**src/rtl/tetris_input_conditioner_if.sv**
```systemverilog
// Button/ack/event bundle between the board, the conditioner and the CPU.
// The slave side belongs to the conditioner; master is the environment.
interface tetris_input_conditioner_if;
  logic [3:0] btn_n;
  logic [3:0] ack;
  logic [3:0] evt;
  logic [3:0] lost;
  logic [3:0] level;

  modport master (
    output btn_n,
    output ack,
    input  evt,
    input  lost,
    input  level
  );

  modport slave (
    input  btn_n,
    input  ack,
    output evt,
    output lost,
    output level
  );
endinterface

```
**src/rtl/tetris_input_conditioner.sv**
```systemverilog
// Four-button synchronizer, debouncer and sticky press/repeat event flags.
// Auto-repeat is built only when TETRIS_INPUT_REPEAT_EN is defined.
module tetris_input_conditioner #(
  parameter int         DEBOUNCE_CYCLES     = 500000,
  parameter int         REPEAT_DELAY_CYCLES = 10000000,
  parameter int         REPEAT_RATE_CYCLES  = 2500000,
  parameter logic [3:0] REPEAT_MASK         = 4'b0111,
  parameter int         CNT_W               = 24
) (
  input logic                         clock,
  input logic                         reset,
  tetris_input_conditioner_if.slave   bus
);

  localparam logic [CNT_W-1:0] ONE      = CNT_W'(1);
  localparam logic [CNT_W-1:0] DEB_LAST = CNT_W'(DEBOUNCE_CYCLES - 1);

`ifdef TETRIS_INPUT_REPEAT_EN
  localparam logic [CNT_W-1:0] RD_LAST = CNT_W'(REPEAT_DELAY_CYCLES - 1);
  localparam logic [CNT_W-1:0] RR_LAST = CNT_W'(REPEAT_RATE_CYCLES - 1);

  typedef enum logic [1:0] {
    IDLE   = 2'd0,
    DELAY  = 2'd1,
    REPEAT = 2'd2,
    HOLD   = 2'd3
  } state_t;
`else
  typedef enum logic [1:0] {
    IDLE = 2'd0,
    HOLD = 2'd3
  } state_t;

  logic unused_repeat_cfg;
  assign unused_repeat_cfg = ^{REPEAT_MASK,
                               REPEAT_DELAY_CYCLES[0],
                               REPEAT_RATE_CYCLES[0]};
`endif

  logic [3:0] sync1_n;
  logic [3:0] sync2_n;
  logic [3:0] s;
  logic [3:0] evt_v;
  logic [3:0] lost_v;
  logic [3:0] level_v;

  // Two-flop synchronizer; flops hold the active-low pin so reset = released.
  always_ff @(posedge clock or posedge reset) begin
    if (reset) begin
      sync1_n <= 4'hF;
      sync2_n <= 4'hF;
    end else begin
      sync1_n <= bus.btn_n;
      sync2_n <= sync1_n;
    end
  end

  assign s = ~sync2_n;

  for (genvar i = 0; i < 4; i++) begin : g_btn
    logic [CNT_W-1:0] cnt_q;
    logic [CNT_W-1:0] cnt_d;
    logic             clean_q;
    logic             clean_d;
    state_t           st_q;
    state_t           st_d;
    logic             fire;
    logic             evt_q;
    logic             evt_d;
    logic             lost_q;
    logic             lost_d;
`ifdef TETRIS_INPUT_REPEAT_EN
    logic [CNT_W-1:0] tmr_q;
    logic [CNT_W-1:0] tmr_d;
`endif

    // Debounce: count cycles the synced input disagrees with the clean level.
    always_comb begin
      cnt_d   = '0;
      clean_d = clean_q;
      if (s[i] != clean_q) begin
        if (cnt_q == DEB_LAST) begin
          clean_d = s[i];
        end else begin
          cnt_d = cnt_q + ONE;
        end
      end
    end

    // Event FSM follows the next clean level so evt rises with level.
    always_comb begin
      st_d = st_q;
      fire = 1'b0;
`ifdef TETRIS_INPUT_REPEAT_EN
      tmr_d = '0;
`endif
      if (!clean_d) begin
        st_d = IDLE;
      end else begin
        unique case (st_q)
          IDLE: begin
            fire = 1'b1;
`ifdef TETRIS_INPUT_REPEAT_EN
            st_d = REPEAT_MASK[i] ? DELAY : HOLD;
`else
            st_d = HOLD;
`endif
          end
`ifdef TETRIS_INPUT_REPEAT_EN
          DELAY: begin
            if (tmr_q == RD_LAST) begin
              fire = 1'b1;
              st_d = REPEAT;
            end else begin
              tmr_d = tmr_q + ONE;
            end
          end
          REPEAT: begin
            if (tmr_q == RR_LAST) begin
              fire = 1'b1;
            end else begin
              tmr_d = tmr_q + ONE;
            end
          end
`endif
          HOLD: st_d = HOLD;
          default: st_d = IDLE;
        endcase
      end
    end

    // Sticky flags: a fire beats a same-cycle ack, an ack clears both.
    always_comb begin
      evt_d  = evt_q;
      lost_d = lost_q;
      if (fire) begin
        evt_d  = 1'b1;
        lost_d = bus.ack[i] ? 1'b0 : (lost_q | evt_q);
      end else if (bus.ack[i]) begin
        evt_d  = 1'b0;
        lost_d = 1'b0;
      end
    end

    // Per-button state registers.
    always_ff @(posedge clock or posedge reset) begin
      if (reset) begin
        cnt_q   <= '0;
        clean_q <= 1'b0;
        st_q    <= IDLE;
        evt_q   <= 1'b0;
        lost_q  <= 1'b0;
`ifdef TETRIS_INPUT_REPEAT_EN
        tmr_q   <= '0;
`endif
      end else begin
        cnt_q   <= cnt_d;
        clean_q <= clean_d;
        st_q    <= st_d;
        evt_q   <= evt_d;
        lost_q  <= lost_d;
`ifdef TETRIS_INPUT_REPEAT_EN
        tmr_q   <= tmr_d;
`endif
      end
    end

    assign evt_v[i]   = evt_q;
    assign lost_v[i]  = lost_q;
    assign level_v[i] = clean_q;
  end

  assign bus.evt   = evt_v;
  assign bus.lost  = lost_v;
  assign bus.level = level_v;

endmodule

```
**src/flat_wrapper.sv**
```systemverilog
// flat-port wrapper written by rule: the top's interface ports become plain ports
module tetris_input_conditioner_flat 
#(
  parameter int         DEBOUNCE_CYCLES     = 500000,
  parameter int         REPEAT_DELAY_CYCLES = 10000000,
  parameter int         REPEAT_RATE_CYCLES  = 2500000,
  parameter logic [3:0] REPEAT_MASK         = 4'b0111,
  parameter int         CNT_W               = 24
)
  (clock, reset, bus_btn_n, bus_ack, bus_evt, bus_lost, bus_level);
  tetris_input_conditioner_if bus_i ();
  input logic clock;
  input logic reset;
  input wire logic [$bits(bus_i.btn_n)-1:0] bus_btn_n;
  input wire logic [$bits(bus_i.ack)-1:0] bus_ack;
  output wire logic [$bits(bus_i.evt)-1:0] bus_evt;
  output wire logic [$bits(bus_i.lost)-1:0] bus_lost;
  output wire logic [$bits(bus_i.level)-1:0] bus_level;
  assign bus_i.btn_n = bus_btn_n;
  assign bus_i.ack = bus_ack;
  assign bus_evt = bus_i.evt;
  assign bus_lost = bus_i.lost;
  assign bus_level = bus_i.level;
  tetris_input_conditioner #(.DEBOUNCE_CYCLES(DEBOUNCE_CYCLES), .REPEAT_DELAY_CYCLES(REPEAT_DELAY_CYCLES), .REPEAT_RATE_CYCLES(REPEAT_RATE_CYCLES), .REPEAT_MASK(REPEAT_MASK), .CNT_W(CNT_W)) u_core (.clock(clock), .reset(reset), .bus(bus_i));
endmodule
```
**config.mk**
```make
export PLATFORM = sky130hd
export DESIGN_NAME = tetris_input_conditioner_flat
export DESIGN_NICKNAME = d
export VERILOG_FILES = /design/src/rtl/tetris_input_conditioner_if.sv /design/src/rtl/tetris_input_conditioner.sv /design/src/flat_wrapper.sv
export SDC_FILE = /design/constraint.sdc
export NUM_CORES = 1
export LEC_CHECK = 0
export ABC_AREA = 1
export BUFFER_PORTS_ARGS = -buffer_cell sky130_fd_sc_hd__buf_2
export CORE_MARGIN = 4
export CORE_UTILIZATION = 40
export CTS_CLUSTER_SIZE = 16
export DETAILED_ROUTE_END_ITERATION = 6
export PLACE_DENSITY = 0.56
export SYNTH_ARGS = -nofsm -noshare
export SYNTH_HDL_FRONTEND = slang
export SYNTH_SLANG_ARGS = --single-unit
```
**constraint.sdc**
```tcl
create_clock -name clock -period 4.1 [get_ports clock]
set_input_delay 0.41 -clock clock [delete_from_list [all_inputs] [get_ports clock]]
set_output_delay 0.41 -clock clock [all_outputs]
set_load 0.02 [all_outputs]
```
==> out/summary.txt <==
========================================================================================
Maximum ir drop on the vdd rail ...........................................     0.297 mV
Count of final setup violators ............................................            0
Die Footprint .............................................................  0.0194 mm^2
Initial core utilization ..................................................        41.2%
Most common cell after layout, fill and taps aside ........................ sky130_fd_sc_hd__nand2_1
Slack of the worst reg-to-reg path ........................................      2.40 ns
Multi-input gate area in the final layout ................................. 0.00344 mm^2
Cells traversed along the worst timing path ............................... xor2_2 -> inv_2 -> nand2_2 -> inv_2 -> nand2_1 -> nor2_1
ANT cells .................................................................            0
Clock slew at reported path FFs ...........................................      0.06 ns
Cell count after synthesis ................................................          988
Gates resized, CTS repair .................................................            0
Number of warning messages in the yosys log ...............................            0
Final Max Slew Viols ......................................................            0
Launch point of the worst reg-to-reg path ................................. u_core.sync2_n[3]$_DFF_PP1_
Detailed-route wire length per cell .......................................      12.5 um
Worst Path Class, Setup ................................................... flip-flop to flip-flop
Cell variety after synth ..................................................           33
Syn_nets ..................................................................         1002
Fillcell total ............................................................         1718
Number of buffers inserted during clock tree synthesis ....................           17
Die span in x .............................................................       139 um
Setup repair after global routing missed its margin .......................        false
Critical path startpoint category .........................................    flip-flop
Endpoint of the worst-slack reg-to-reg timing path ........................ u_core.g_btn[3].cnt_q[15]$_DFF_PP0_
Antenna-violating nets left ...............................................            0
H-tree lvl count ..........................................................            4
Async set or reset register ratio after synthesis .........................         100%
Count of flip-flops with a built-in enable after synthesis ................            0
Number of nets in the final layout ........................................         1031
Cell leakage power ........................................................      3.37 nW
Max-Slew Margin vs Limit ..................................................        46.4%
Met2 usage ................................................................        26.8%
Fmax ......................................................................    0.590 GHz
Clock latency of the later-clocked register in the worst-skew pair ........      0.43 ns
Routing usage on met1 .....................................................        24.3%
Total of max-cap violations ...............................................            0
Routed via count divided by cell count ....................................         4.66
Max stage delay on crit path ..............................................      0.63 ns
Number of synthesized register bits .......................................          116
Worst Max-Slew Pin Slew ...................................................     0.804 ns
Min cycle time layout .....................................................      1.70 ns
Area of placed instances .................................................. 0.00719 mm^2
Clock tree from TritonCTS .................................................         done
Slowest CP cell ........................................................... sky130_fd_sc_hd__xor2_2
Buffers plus inverters on the worst setup path ............................            2
Number of antenna violations at the first check in global routing .........            0
Congestion Overflow GR ....................................................            0
Post-Route WL .............................................................      15.7 mm
Total number of vias ......................................................         5830
Setup Slack @ Placement ...................................................      2.39 ns
Core Box Area .............................................................  0.0167 mm^2
Commonest cells after routing, fill and taps aside ........................ sky130_fd_sc_hd__nand2_1 (271), sky130_fd_sc_hd__nor2_1 (262), sky130_fd_sc_hd__dfrtp_1 (108), sky130_fd_sc_hd__inv_1 (103), sky130_fd_sc_hd__nand3_1 (69)
Final hold violation count ................................................            0
Setup repair bufs after CTS ...............................................            0
Crit path top cell by count ............................................... sky130_fd_sc_hd__inv_2
Met3 capacity usage during global routing .................................        4.21%
Family of cells with the greatest summed delay on the critical path ....... XOR/XNOR gates
RD Place Congestion .......................................................        0.925
Hold Startpoint ........................................................... bus_btn_n[0]
Global-route usage over all layers ........................................        17.3%
Maximum clock skew at final layout ........................................    0.0119 ns
Fraction of final layout cells with drive strength greater than 1 .........        11.8%
Violation count after the first detailed-routing iteration ................          328
Clk Tree Root Cell ........................................................ sky130_fd_sc_hd__clkbuf_16
Critical path data arrival time ...........................................      2.02 ns
Standard-cell rows ........................................................           47
Router iterations before antenna repair ...................................            6
First-pass GRT wire length ................................................      27.3 mm
CTS sink cnt ..............................................................          116
Total area of sequential cells ............................................ 0.00291 mm^2
Pin count of the biggest net entering global routing ......................           67
Capturing element type of the critical path ...............................    flip-flop
Y dimension of the die ....................................................       139 um
Non-Filler Cell Area, Final ............................................... 0.00774 mm^2
Post-Syn Area per Cell ....................................................    6.97 um^2
Post-route setup TNS ......................................................         0 ns
Post-synth design cell area ............................................... 0.00688 mm^2
Total of hold buffers inserted after clock tree synthesis .................            0
Endpoint, Worst Hold ...................................................... u_core.sync1_n[0]$_DFF_PP1_
PnR Total Power ...........................................................      2.65 mW
Number of cells on the worst reg-to-reg path ..............................            6
Max clock buf depth .......................................................            2
Quantity of I/O buffers inserted on ports .................................           21
Ports .....................................................................           22
Fraction of the cycle the final worst path needs ..........................        41.4%
Drt drc ...................................................................            0
Final core utilization ....................................................        46.4%
Number of global-route vias before repair .................................         5631
Top FF cell, synth ........................................................ sky130_fd_sc_hd__dfrtp_1
Total half-perimeter wirelength after legalization and detailed placement .      11.7 mm
Worst Hold Path Cells .....................................................            1
Worst Path Max Fanout .....................................................           17
Area growth from synthesis to layout ......................................        12.5%
Type of the tightest min-delay check ...................................... input port to flip-flop
Power per standard cell area ..............................................  342 mW/mm^2
Worst EP required .........................................................      4.42 ns
Status ....................................................................    completed
Post-synthesis sequential area ratio ......................................        42.3%
Global route hottest layer ................................................         met2
Worst Setup Slack, final ..................................................      2.40 ns
========================================================================================
## through the flow
step | std cells | hold WS [ns]
after global routing | 1250 | 0.0603
after CTS | 1250 | 0.0678
after floorplan | 988 | 0.345
final | 1250 | 0.0738
after detailed placement | 1218 | 0.347
after global placement | 1218 | 0.346
## registers in the layout, summed over array words and instances (netlist names)
name and cells:
u_core.g_btn.lost_q 4, u_core.sync2_n 4, u_core.g_btn.evt_q 4, u_core.g_btn.clean_q 1, u_core.sync1_n 4, u_core.g_btn.st_q 3, u_core.g_btn.cnt_q 96
## synthesized netlist by cell type (4+ instances only)
| cell | number | area (um^2) |
|---|---|---|
| sky130_fd_sc_hd__nand2_1 | 271 | 1020 |
| sky130_fd_sc_hd__nor2_1 | 262 | 983 |
| sky130_fd_sc_hd__dfrtp_1 | 108 | 2700 |
| sky130_fd_sc_hd__inv_1 | 104 | 390 |
| sky130_fd_sc_hd__nand3_1 | 69 | 345 |
| sky130_fd_sc_hd__xor2_1 | 26 | 228 |
| sky130_fd_sc_hd__nor2_2 | 16 | 100 |
| sky130_fd_sc_hd__xnor2_1 | 15 | 131 |
| sky130_fd_sc_hd__buf_4 | 12 | 90.1 |
| sky130_fd_sc_hd__nand2_2 | 12 | 75.1 |
| sky130_fd_sc_hd__nand4_1 | 12 | 75.1 |
| sky130_fd_sc_hd__nor2_4 | 9 | 101 |
| sky130_fd_sc_hd__dfstp_2 | 8 | 210 |
| sky130_fd_sc_hd__nor3_1 | 8 | 40.0 |
| sky130_fd_sc_hd__a21oi_1 | 7 | 35.0 |
| sky130_fd_sc_hd__inv_2 | 7 | 26.3 |
| sky130_fd_sc_hd__o21ai_0 | 7 | 35.0 |
| sky130_fd_sc_hd__buf_2 | 4 | 20.0 |
| sky130_fd_sc_hd__ha_1 | 4 | 50.1 |
| sky130_fd_sc_hd__nand3_2 | 4 | 40.0 |
| sky130_fd_sc_hd__or2_0 | 4 | 25.0 |
## routing by layer
layer	up-vias	wire (um)
li1	3083	-
met1	2639	7790
met2	91	7130
met3	17	592
met4	0	156
met5	-	0
## worst register-to-register path, stage by stage (launching register included)
cell and delay, ns:
sky130_fd_sc_hd__dfstp_2 0.56, sky130_fd_sc_hd__xor2_2 0.63, sky130_fd_sc_hd__inv_2 0.06, sky130_fd_sc_hd__nand2_2 0.18, sky130_fd_sc_hd__inv_2 0.06, sky130_fd_sc_hd__nand2_1 0.06, sky130_fd_sc_hd__nor2_1 0.04
## where the power goes
part           leakage (nW)  internal (mW)  switching, mW
clock                 0.260          0.785          0.613
combinational          1.52         0.0194         0.0576
sequential             1.58           1.16         0.0108
total                  3.37           1.97          0.682
## how the worst max path moves through the flow
stage,from,to,slack [ns],cells past startpoint
floorplan,reset,u_core.g_btn[0].cnt_q[0]$_DFF_PP0_,0.63,1
global placement,u_core.sync2_n[3]$_DFF_PP1_,u_core.g_btn[3].cnt_q[18]$_DFF_PP0_,2.40,6
detailed placement,u_core.sync2_n[3]$_DFF_PP1_,u_core.g_btn[3].cnt_q[15]$_DFF_PP0_,2.39,6
CTS,u_core.sync2_n[3]$_DFF_PP1_,u_core.g_btn[3].cnt_q[15]$_DFF_PP0_,2.38,6
global route,u_core.sync2_n[3]$_DFF_PP1_,u_core.g_btn[3].cnt_q[18]$_DFF_PP0_,2.22,6
finish,u_core.sync2_n[3]$_DFF_PP1_,u_core.g_btn[3].cnt_q[15]$_DFF_PP0_,2.40,6
## logic make-up after synthesis
kind of cell,synth area share [%]
DFF,42.3
AOI/OAI and AO/OA,1.58
buffers and inverters,7.71
xor gates and xnor gates,5.45
and+or+nand+nor,42.2
adders and majority gates,0.727
## cell type report
class | count | area share (%)
Multi-Input combinational cell | 744 | 44.4
Timing Repair Buffer | 26 | 1.84
Sequential cell | 116 | 37.6
Clock buffer | 17 | 5.49
Clock inverter | 15 | 1.60
Inverter | 112 | 5.46
Tap cell | 220 | 3.56
No activity file was read; power rests on OpenSTA's default activity.
